<file path="src/rtl/hier_node_rr_aggregator_if.sv">
// Child/upstream bundle for one hierarchy node: per-child valid/ready/data in,
// merged tagged stream plus occupancy/throughput status out.
interface hier_node_rr_aggregator_if #(
  parameter int NUM_CHILDREN = 5,
  parameter int DATA_W       = 16,
  parameter int FIFO_DEPTH   = 4
);
  localparam int ID_W  = $clog2(NUM_CHILDREN);
  localparam int LVL_W = $clog2(FIFO_DEPTH) + 1;

  logic [NUM_CHILDREN-1:0]        child_valid;
  logic [NUM_CHILDREN-1:0]        child_ready;
  logic [NUM_CHILDREN*DATA_W-1:0] child_data;
  logic                           up_valid;
  logic                           up_ready;
  logic [DATA_W-1:0]              up_data;
  logic [ID_W-1:0]                up_id;
  logic [LVL_W-1:0]               fifo_level;
  logic [31:0]                    accept_count;

  modport slave (
    input  child_valid, child_data, up_ready,
    output child_ready, up_valid, up_data, up_id, fifo_level, accept_count
  );

  modport master (
    output child_valid, child_data, up_ready,
    input  child_ready, up_valid, up_data, up_id, fifo_level, accept_count
  );
endinterface

</file>
<file path="src/rtl/hier_node_rr_aggregator.sv">
// Hierarchy node: round-robin merge of NUM_CHILDREN word streams into one
// tagged upstream stream through a small registered FIFO.
module hier_node_rr_aggregator #(
  parameter int NUM_CHILDREN = 5,
  parameter int DATA_W       = 16,
  parameter int FIFO_DEPTH   = 4,
  localparam int ID_W        = $clog2(NUM_CHILDREN),
  localparam int PTR_W       = $clog2(FIFO_DEPTH),
  localparam int LVL_W       = $clog2(FIFO_DEPTH) + 1
) (
  input logic                 clk,
  input logic                 rst_n,
  hier_node_rr_aggregator_if.slave bus
);

  typedef struct packed {
    logic [ID_W-1:0]   id;
    logic [DATA_W-1:0] data;
  } entry_t;

  logic [ID_W-1:0]   rr_ptr_q, rr_ptr_d;
  logic [PTR_W-1:0]  wr_ptr_q, rd_ptr_q;
  logic [LVL_W-1:0]  level_q, level_d;
  logic [31:0]       acc_cnt_q;
  entry_t            mem_q [FIFO_DEPTH];

  logic [ID_W-1:0]   cand [NUM_CHILDREN];
  logic [DATA_W-1:0] cdat [NUM_CHILDREN];
  logic              gnt_vld;
  logic [ID_W-1:0]   gnt_idx;
  logic              full, push, pop;

  // cand[k] = (rr_ptr + k) mod N, the k-th child in search order
  for (genvar k = 0; k < NUM_CHILDREN; k++) begin : g_lane
    logic [ID_W:0] sum;
    assign sum     = {1'b0, rr_ptr_q} + (ID_W+1)'(k);
    assign cand[k] = (sum >= (ID_W+1)'(NUM_CHILDREN))
                   ? ID_W'(sum - (ID_W+1)'(NUM_CHILDREN))
                   : sum[ID_W-1:0];
    assign cdat[k] = bus.child_data[k*DATA_W +: DATA_W];
    assign bus.child_ready[k] = gnt_vld && !full && (gnt_idx == ID_W'(k));
  end

  // Walk the search order backwards so the earliest valid candidate wins last.
  always_comb begin
    gnt_vld = 1'b0;
    gnt_idx = '0;
    for (int k = NUM_CHILDREN - 1; k >= 0; k--) begin
      if (bus.child_valid[cand[k]]) begin
        gnt_vld = 1'b1;
        gnt_idx = cand[k];
      end
    end
  end

  // A full FIFO refuses pushes even when popping, trading one bubble for no
  // combinational path from up_ready to child_ready.
  assign full = (level_q == LVL_W'(FIFO_DEPTH));
  assign push = gnt_vld && !full;
  assign pop  = (level_q != '0) && bus.up_ready;

  always_comb begin
    level_d = level_q;
    case ({push, pop})
      2'b10:   level_d = level_q + LVL_W'(1);
      2'b01:   level_d = level_q - LVL_W'(1);
      default: level_d = level_q;
    endcase
    rr_ptr_d = rr_ptr_q;
    if (push)
      rr_ptr_d = (gnt_idx == ID_W'(NUM_CHILDREN - 1)) ? '0 : gnt_idx + ID_W'(1);
  end

  always_ff @(posedge clk or negedge rst_n) begin
    if (!rst_n) begin
      rr_ptr_q  <= '0;
      wr_ptr_q  <= '0;
      rd_ptr_q  <= '0;
      level_q   <= '0;
      acc_cnt_q <= '0;
      for (int i = 0; i < FIFO_DEPTH; i++) mem_q[i] <= '0;
    end else begin
      rr_ptr_q <= rr_ptr_d;
      level_q  <= level_d;
      if (push) begin
        mem_q[wr_ptr_q] <= '{id: gnt_idx, data: cdat[gnt_idx]};
        wr_ptr_q        <= wr_ptr_q + PTR_W'(1);
        acc_cnt_q       <= acc_cnt_q + 32'd1;
      end
      if (pop) rd_ptr_q <= rd_ptr_q + PTR_W'(1);
    end
  end

  assign bus.up_valid     = (level_q != '0);
  assign bus.up_data      = mem_q[rd_ptr_q].data;
  assign bus.up_id        = mem_q[rd_ptr_q].id;
  assign bus.fifo_level   = level_q;
  assign bus.accept_count = acc_cnt_q;

endmodule

</file>
<file path="src/flat_wrapper.sv">
// flat-port wrapper written by rule: the top's interface ports become plain ports
module hier_node_rr_aggregator_flat 
#(
  parameter int NUM_CHILDREN = 5,
  parameter int DATA_W       = 16,
  parameter int FIFO_DEPTH   = 4,
  localparam int ID_W        = $clog2(NUM_CHILDREN),
  localparam int PTR_W       = $clog2(FIFO_DEPTH),
  localparam int LVL_W       = $clog2(FIFO_DEPTH) + 1
)
  (clk, rst_n, bus_child_valid, bus_child_data, bus_up_ready, bus_child_ready, bus_up_valid, bus_up_data, bus_up_id, bus_fifo_level, bus_accept_count);
  hier_node_rr_aggregator_if #(.NUM_CHILDREN(NUM_CHILDREN), .DATA_W(DATA_W), .FIFO_DEPTH(FIFO_DEPTH)) bus_i ();
  input logic clk;
  input logic rst_n;
  input wire logic [$bits(bus_i.child_valid)-1:0] bus_child_valid;
  input wire logic [$bits(bus_i.child_data)-1:0] bus_child_data;
  input wire logic [$bits(bus_i.up_ready)-1:0] bus_up_ready;
  output wire logic [$bits(bus_i.child_ready)-1:0] bus_child_ready;
  output wire logic [$bits(bus_i.up_valid)-1:0] bus_up_valid;
  output wire logic [$bits(bus_i.up_data)-1:0] bus_up_data;
  output wire logic [$bits(bus_i.up_id)-1:0] bus_up_id;
  output wire logic [$bits(bus_i.fifo_level)-1:0] bus_fifo_level;
  output wire logic [$bits(bus_i.accept_count)-1:0] bus_accept_count;
  assign bus_i.child_valid = bus_child_valid;
  assign bus_i.child_data = bus_child_data;
  assign bus_i.up_ready = bus_up_ready;
  assign bus_child_ready = bus_i.child_ready;
  assign bus_up_valid = bus_i.up_valid;
  assign bus_up_data = bus_i.up_data;
  assign bus_up_id = bus_i.up_id;
  assign bus_fifo_level = bus_i.fifo_level;
  assign bus_accept_count = bus_i.accept_count;
  hier_node_rr_aggregator #(.NUM_CHILDREN(NUM_CHILDREN), .DATA_W(DATA_W), .FIFO_DEPTH(FIFO_DEPTH)) u_core (.clk(clk), .rst_n(rst_n), .bus(bus_i));
endmodule
</file>
<file path="config.mk">
export PLATFORM = sky130hd
export DESIGN_NAME = hier_node_rr_aggregator_flat
export DESIGN_NICKNAME = d
export VERILOG_FILES = /design/src/rtl/hier_node_rr_aggregator_if.sv /design/src/rtl/hier_node_rr_aggregator.sv /design/src/flat_wrapper.sv
export SDC_FILE = /design/constraint.sdc
export NUM_CORES = 1
export LEC_CHECK = 0
export CAP_MARGIN = 20
export CORE_MARGIN = 2
export CORE_UTILIZATION = 48
export DETAILED_ROUTE_END_ITERATION = 12
export GPL_TIMING_DRIVEN = 0
export HOLD_SLACK_MARGIN = 0.03
export PLACE_DENSITY_LB_ADDON = 0.2
export SLEW_MARGIN = 20
export SYNTH_ARGS = -nofsm -noshare
export SYNTH_HDL_FRONTEND = slang
export SYNTH_SLANG_ARGS = --single-unit
</file>
<file path="constraint.sdc">
create_clock -name clk -period 4.5 [get_ports clk]
set_clock_uncertainty 0.2 [all_clocks]
set_input_delay 0.9 -clock clk [delete_from_list [all_inputs] [get_ports clk]]
set_output_delay 0.9 -clock clk [all_outputs]
set_load 0.05 [all_outputs]
</file>
* Word level (Yosys, flattened, before mapping)
Index checks and enable logic that the tools add are counted.
** Word-level totals
- Output and inout bits :: 60
- Input port bits :: 88
- Flip-flop bits (word level) :: 118
- Logic and storage cells :: 100
** Operators by class
- Mux-type cells :: 36
- Order comparisons :: 14
- Equality and inequality tests :: 7
- $add $sub $neg :: 15
- Bitwise gates (word level) :: 3
- Reduce and logical (&&, ||, !) cells :: 12
** Operators by type and width (count)
- $bwmux W76 :: 1
- $mux W19 :: 3
- $bmux W16 S3 :: 1
- $bmux W19 S2 :: 1
- $demux W19 S2 :: 1
- $mux W3 :: 11
- $add A32 B1 Y32 const B :: 1
- $mux W16 :: 2
- $lt A3 B4 Y1 const B :: 5
- $ge A4 B3 Y1 const B :: 4
- $bmux W1 S3 :: 5
- $sub A3 B3 Y3 const B :: 5
- $mux W1 :: 10
- $ge A3 B3 Y1 const B :: 3
- $add A3 B2 Y4 const B :: 2
- $logic_and A1 B1 Y1 :: 8
- $add A3 B1 Y3 const B :: 2
- $eq A3 B2 Y1 const B :: 2
- $eq A3 B3 Y1 const B :: 2
- $not A2 Y3 :: 2
- $pmux W3 S2 :: 1
- $add A2 B1 Y2 const B :: 2
- $add A3 B1 Y4 const B :: 1
- $add A3 B3 Y4 const B :: 1
- 11 further kinds :: 11

* Depth between registers and ports, before layout
Gate-level depths: netlist (run 1).
- Depth after elaboration :: 15
- Depth in mapped cells :: 20
- Depth with buffers taken out :: 18

* Worst setup path after synthesis (run 1)
OpenSTA, ideal clock, no wires.
- Path kind :: reg2out
- From :: reg u_core.rr_ptr_q[0]
- To :: out bus_child_ready[0]
- Path buffers :: 3
- Data arrival time :: 3.642 ns
- Data required time :: 3.400 ns
- Slack :: -0.242 ns
- Cell stages (with the launch flop) :: 18
- Cell sequence :: dfrtp_1 > inv_2 > buf_2 > ha_1 > inv_1 > fa_1 > o21ai_0 > nand3_1 > a21oi_1 > nor4_1 > mux2i_1 > a21o_1 > nand2b_1 > buf_2 > buf_2 > inv_2 > ha_1 > and3_1
** Between the ends
- Cells in the longest elaborated chain, start to end :: 12
- Elaborated cells between the ends (all ways) :: 42
- Those cells by class :: 9 x add/sub; 5 x order compare; 25 x mux; 3 x reduce/logical
** Ends and longest elaborated chain
- start, declared :: line hier_node_rr_aggregator.sv:21 : logic [ID_W-1:0] rr_ptr_q, rr_ptr_d;
- start signal, assigned :: line hier_node_rr_aggregator.sv:83 : rr_ptr_q <= rr_ptr_d;
- $add A3 B3 Y4 :: line hier_node_rr_aggregator.sv:36 : assign sum = {1'b0, rr_ptr_q} + (ID_W+1)'(k);
- $ge A4 B3 Y1 or $sub A3 B3 Y3 (tied branches) :: line hier_node_rr_aggregator.sv:37, hier_node_rr_aggregator.sv:38
- $mux W3 :: line hier_node_rr_aggregator.sv:38 : ? ID_W'(sum - (ID_W+1)'(NUM_CHILDREN))
- $bmux W1 S3 :: line hier_node_rr_aggregator.sv:49 : if (bus.child_valid[cand[k]]) begin
- $mux W1 (not written as such) :: line hier_node_rr_aggregator.sv:49
- $mux W3 (4 in series) :: line hier_node_rr_aggregator.sv:49
- $mux W3 (*) :: line hier_node_rr_aggregator.sv:49
- via u_core.gnt_idx[1] :: line hier_node_rr_aggregator.sv:30 : logic [ID_W-1:0] gnt_idx;
- $logic_not A3 Y1 (*) :: line hier_node_rr_aggregator.sv:41 : assign bus.child_ready[k] = gnt_vld && !full && (gnt_idx == ID_W'(k));
- $logic_and A1 B1 Y1 (*) :: line hier_node_rr_aggregator.sv:41
- end, declared :: line flat_wrapper.sv:18 : output wire logic [$bits(bus_i.child_ready)-1:0] bus_child_ready;
The timed path passes the listed nets; every way through them passes the cells marked *. The select of a mux whose other input is x is not followed.

* Worst setup path in the final report (run 1)
- From :: reg u_core.rr_ptr_q[1]
- To :: out bus_child_ready[3]
** Between the ends
- Cells in the longest elaborated chain, start to end :: 12
- Elaborated cells between the ends (all ways) :: 42
- Those cells by class :: 9 x add/sub; 5 x order compare; 1 x eq/ne; 25 x mux; 2 x reduce/logical
** Ends and longest elaborated chain (line)
- $add A3 B3 Y4 :: hier_node_rr_aggregator.sv:36
- $ge A4 B3 Y1 or $sub A3 B3 Y3 (tied branches) :: hier_node_rr_aggregator.sv:37, hier_node_rr_aggregator.sv:38
- $mux W3 :: hier_node_rr_aggregator.sv:38
- $bmux W1 S3 :: hier_node_rr_aggregator.sv:49
- $mux W1 (not written as such) :: hier_node_rr_aggregator.sv:49
- $mux W3 or $mux W1 (tied branches) (5 in series) :: hier_node_rr_aggregator.sv:49
- $eq A3 B2 Y1 or $logic_and A1 B1 Y1 (tied branches) :: hier_node_rr_aggregator.sv:41
- $logic_and A1 B1 Y1 (*) :: hier_node_rr_aggregator.sv:41
Mark *: on every way between the ends. The rest lies on a longest branch, timed or not. The select of a mux whose other input is x is not followed.

==> metrics, run 1 <==
DP Worst Slack -1.614 ns; GPL Wtd Cong 0.9455; Synth Instances 748; Post-Route WL 25080 um; Max Slew Vio Count 0; initial antenna violation count 0; DRC 0; path length in cells of the critical path 17; WS Path Type flop to output pin; first-pass GRT wire length between 30000 and 40000 um; CTS Root Cell clkbuf_16; I/O Pins 148; placed inst area 9164 um2; Startpoint Class flop; fin util 71.11%; Most Frequent Cell on Critical Path ha_4; Layout area overhead 45.63%; Yosys reg bits 118; syn avg cell area roughly 9.9 um2; critical path endpoint category output pin; RSZ-0062 raised after global routing yes; clock tree buffer depth 2; WP data required 3.40 ns; wire length per cell between 20 and 25 um; worst path buffer plus inverter count 5; Sink Count 118; yosys warns 0; Post-Syn Area 7396 um2; total CTS buffers 17; DR vias/cell 6.338; MaxCap Viol Count 0; Slew HR 37.74%; CTS tree done; final worst slack -0.2460 ns; DPL Wire Length roughly 17000 um; H-Tree Level Count 4; initial core utilization 48.83%; Die Wd 128.1 um; Filler cells ~1100; critical path cell sequence buf_8 -> clkinvlp_4 -> ha_4 -> ha_4 -> a21oi_4 -> buf_6 -> nor4_4 -> nor4_4 -> a21oi_2 -> mux2i_1 -> a21o_1 -> nand2b_1 -> buf_6 -> ha_4 -> ha_4 -> and2_4 -> buf_8; ant diodes 0; crit path time final ~4.7 ns; sequential area share after synthesis about 40%; most common library cell in the layout ignoring fill and taps clkdlybuf4s50_1; die height 128.1 um; data arrival time of the worst path between 3 and 4 ns; final period utilization 105.5%; storage element area 2957 um2; CP max stage cell dfrtp_2; Fin. Hold Viols 0; All-Layer GR Usage 30.45%; delay-heaviest family, CP adder cells; crit path max fanout 6; global route overflow 0; clock latency at the later pin of the worst-skew pair 0.41 ns; design area 10770 um2; Worst Hold Slack 0.1810 ns; failing checks negative setup slack; Core Region ~15000 um2; Async SR Flop Fraction 100.0%; # rows 45; largest net degree at the start of global routing 85; EDFF count, synth 0; Clock transition at path regs 0.05 ns; Post-Syn Nets 858; share of layout cells above drive strength 1 28.12%; Worst-Margin Slew a little over 0.9 ns; multi-input combinational cell area 4648 um2; top_reg_cell synth dfrtp_1; PortBufs 146; final setup fails 5; die footprint 16420 um2; DRT iter0 DRCs approximately 760; Max Fclk ~210 MHz; vias 7390; most frequent cells in the layout clkdlybuf4s50_1, dfrtp_1, nor2_1, a221oi_1, buf_4; vias in the first global route slightly above 7000; # hold bufs at CTS 0; Pre-antenna DRT Iters 5; worst r2r path cells 20; DRT antenna net count 0; Min-Delay Path Class input pin to async pin; Synth cell types between 70 and 80; CP max stage delay 0.39 ns; final net count around 1100; status finished, violations left
==> Yosys cell counts (all sizes together) (2+ instances only) <==
cell      n  share of area, %
xnor2    28               3.3
fa        2              0.54
nor4      5              0.51
or3       3              0.25
a21boi   19               2.0
mux4     21               6.4
and2      8              0.71
mux2i     6              0.81
nor3      4              0.42
nand3    40               2.7
ha       20               3.4
clkbuf   17              0.88
and3     19               1.6
mux2      3              0.51
nand2    42               2.2
a21oi    17               1.3
or2       3              0.25
o21a      2              0.20
nor2b     5              0.42
buf      35               2.6
nor2    102               5.2
a31o     17               2.0
a32oi     2              0.24
a211oi   20               2.7
nand4     8              0.68
o21ai    41               2.9
o31ai     2              0.20
inv      21               1.1
dfrtp   118                40
a21o      9              0.91
xor2     12               1.4
and4      3              0.36
a221oi   64               7.6
a311o     2              0.27
nand2b    6              0.51
==> cell families after synthesis <==
kind of cell               count (synthesis)  share of synthesized area, %
DFF                                      118                         39.93
xor gates and xnor gates                  40                         4.737
AOI/OAI and AO/OA                        211                         22.42
and+or+nand+nor                          254                         16.71
buffers and inverters                     73                         4.568
adders and majority gates                 22                         3.925
muxes                                     30                         7.714
==> cell type report <==
cell class	instances	share of cell area [%]
clock inverters	8	0.9410
plain buffers	46	2.544
clock buffers	22	4.310
multi-input cells	557	43.16
well taps	188	2.184
inverters	21	1.046
flip-flops and latches	118	27.45
repair buffers	206	18.37
==> worst register-to-register path, cell delays in order, from the launching register on <==
cell and delay, ns:
dfrtp_2 0.39, buf_8 0.11, clkinvlp_4 0.15, ha_4 0.22, buf_4 0.14, ha_4 0.17, buf_4 0.14, a21o_1 0.23
and3b_1 0.22, o311ai_1 0.36, o31ai_1 0.14, nand4_1 0.14, nor4b_4 0.08, a21oi_4 0.17, buf_6 0.14, buf_4 0.14
and2_1 0.14, clkbuf_1 0.28, buf_2 0.36, nor2_1 0.08, a221oi_1 0.28
==> per-stage QoR <==
stage | instances | setup TNS (ns)
3_5_place_dp | 1083 | -25.67
3_3_place_gp | 1082 | -261.53
4_1_cts | 1146 | -1.341
5_1_grt | 1166 | -1.732
2_1_floorplan | 748 | 0
6_report | 1166 | -1.074
==> what timing repair did <==
| item | in CTS | in global routing |
|---|---|---|
| setup endpoints to repair | 78 | 38 |
| pin swaps | 29 | 36 |
| resized for setup | 147 | 55 |
| endpoints found under the hold margin | 0 | 0 |
| cloned | 0 | 0 |
| setup buffers | 35 | 25 |
==> metal layers <==
| layer | up-vias | share of wire [%] | GRT usage (%) |
|---|---|---|---|
| met3 | 69 | 7.1 | 5.885 |
| met4 | 0 | 3.1 | 12.35 |
| met2 | 388 | 49 | 51.27 |
| li1 | 3252 | - | - |
| met5 | - | 0 | 0 |
| met1 | 3681 | 41 | 38.76 |
==> final timing paths <==
| kind | end | slack (ns) | startpoint |
|---|---|---|---|
| max | bus_child_ready[3] | -0.25 | u_core.rr_ptr_q[1] |
| min | u_core.mem_q[42] | 0.18 | rst_n |
| max reg2reg | u_core.mem_q[59] | 0.12 | u_core.rr_ptr_q[1] |
| min reg2reg | u_core.mem_q[74] | 0.28 | u_core.mem_q[74] |
| max in group asynchronous | u_core.rr_ptr_q[0] | 3.17 | rst_n |
| min in group clk | u_core.mem_q[74] | 0.28 | u_core.mem_q[74] |
==> sequential cells by signal (all words and copies together) (netlist names) <==
name,cells
u_core.rd_ptr_q,2
u_core.wr_ptr_q,2
u_core.mem_q,76
u_core.bus.fifo_level,3
u_core.rr_ptr_q,3
u_core.bus.accept_count,32
Power of run 1 is not shown: default switching activity piles up to over one toggle a cycle in this logic, so the estimate is an artifact.
==> run 2: changes to the inputs <==
--- a/config.mk
+++ b/config.mk
@@ -5,9 +5,9 @@
 export SDC_FILE = /design/constraint.sdc
 export NUM_CORES = 1
 export LEC_CHECK = 0
-export CAP_MARGIN = 20
 export CORE_MARGIN = 2
 export CORE_UTILIZATION = 48
+export CTS_CLUSTER_SIZE = 24
 export DETAILED_ROUTE_END_ITERATION = 12
 export GPL_TIMING_DRIVEN = 0
 export HOLD_SLACK_MARGIN = 0.03
==> results of run 2 <==
Final layout, timing and power as in run 1 (identical DEF).
Power of run 2 is left out for the same reason.
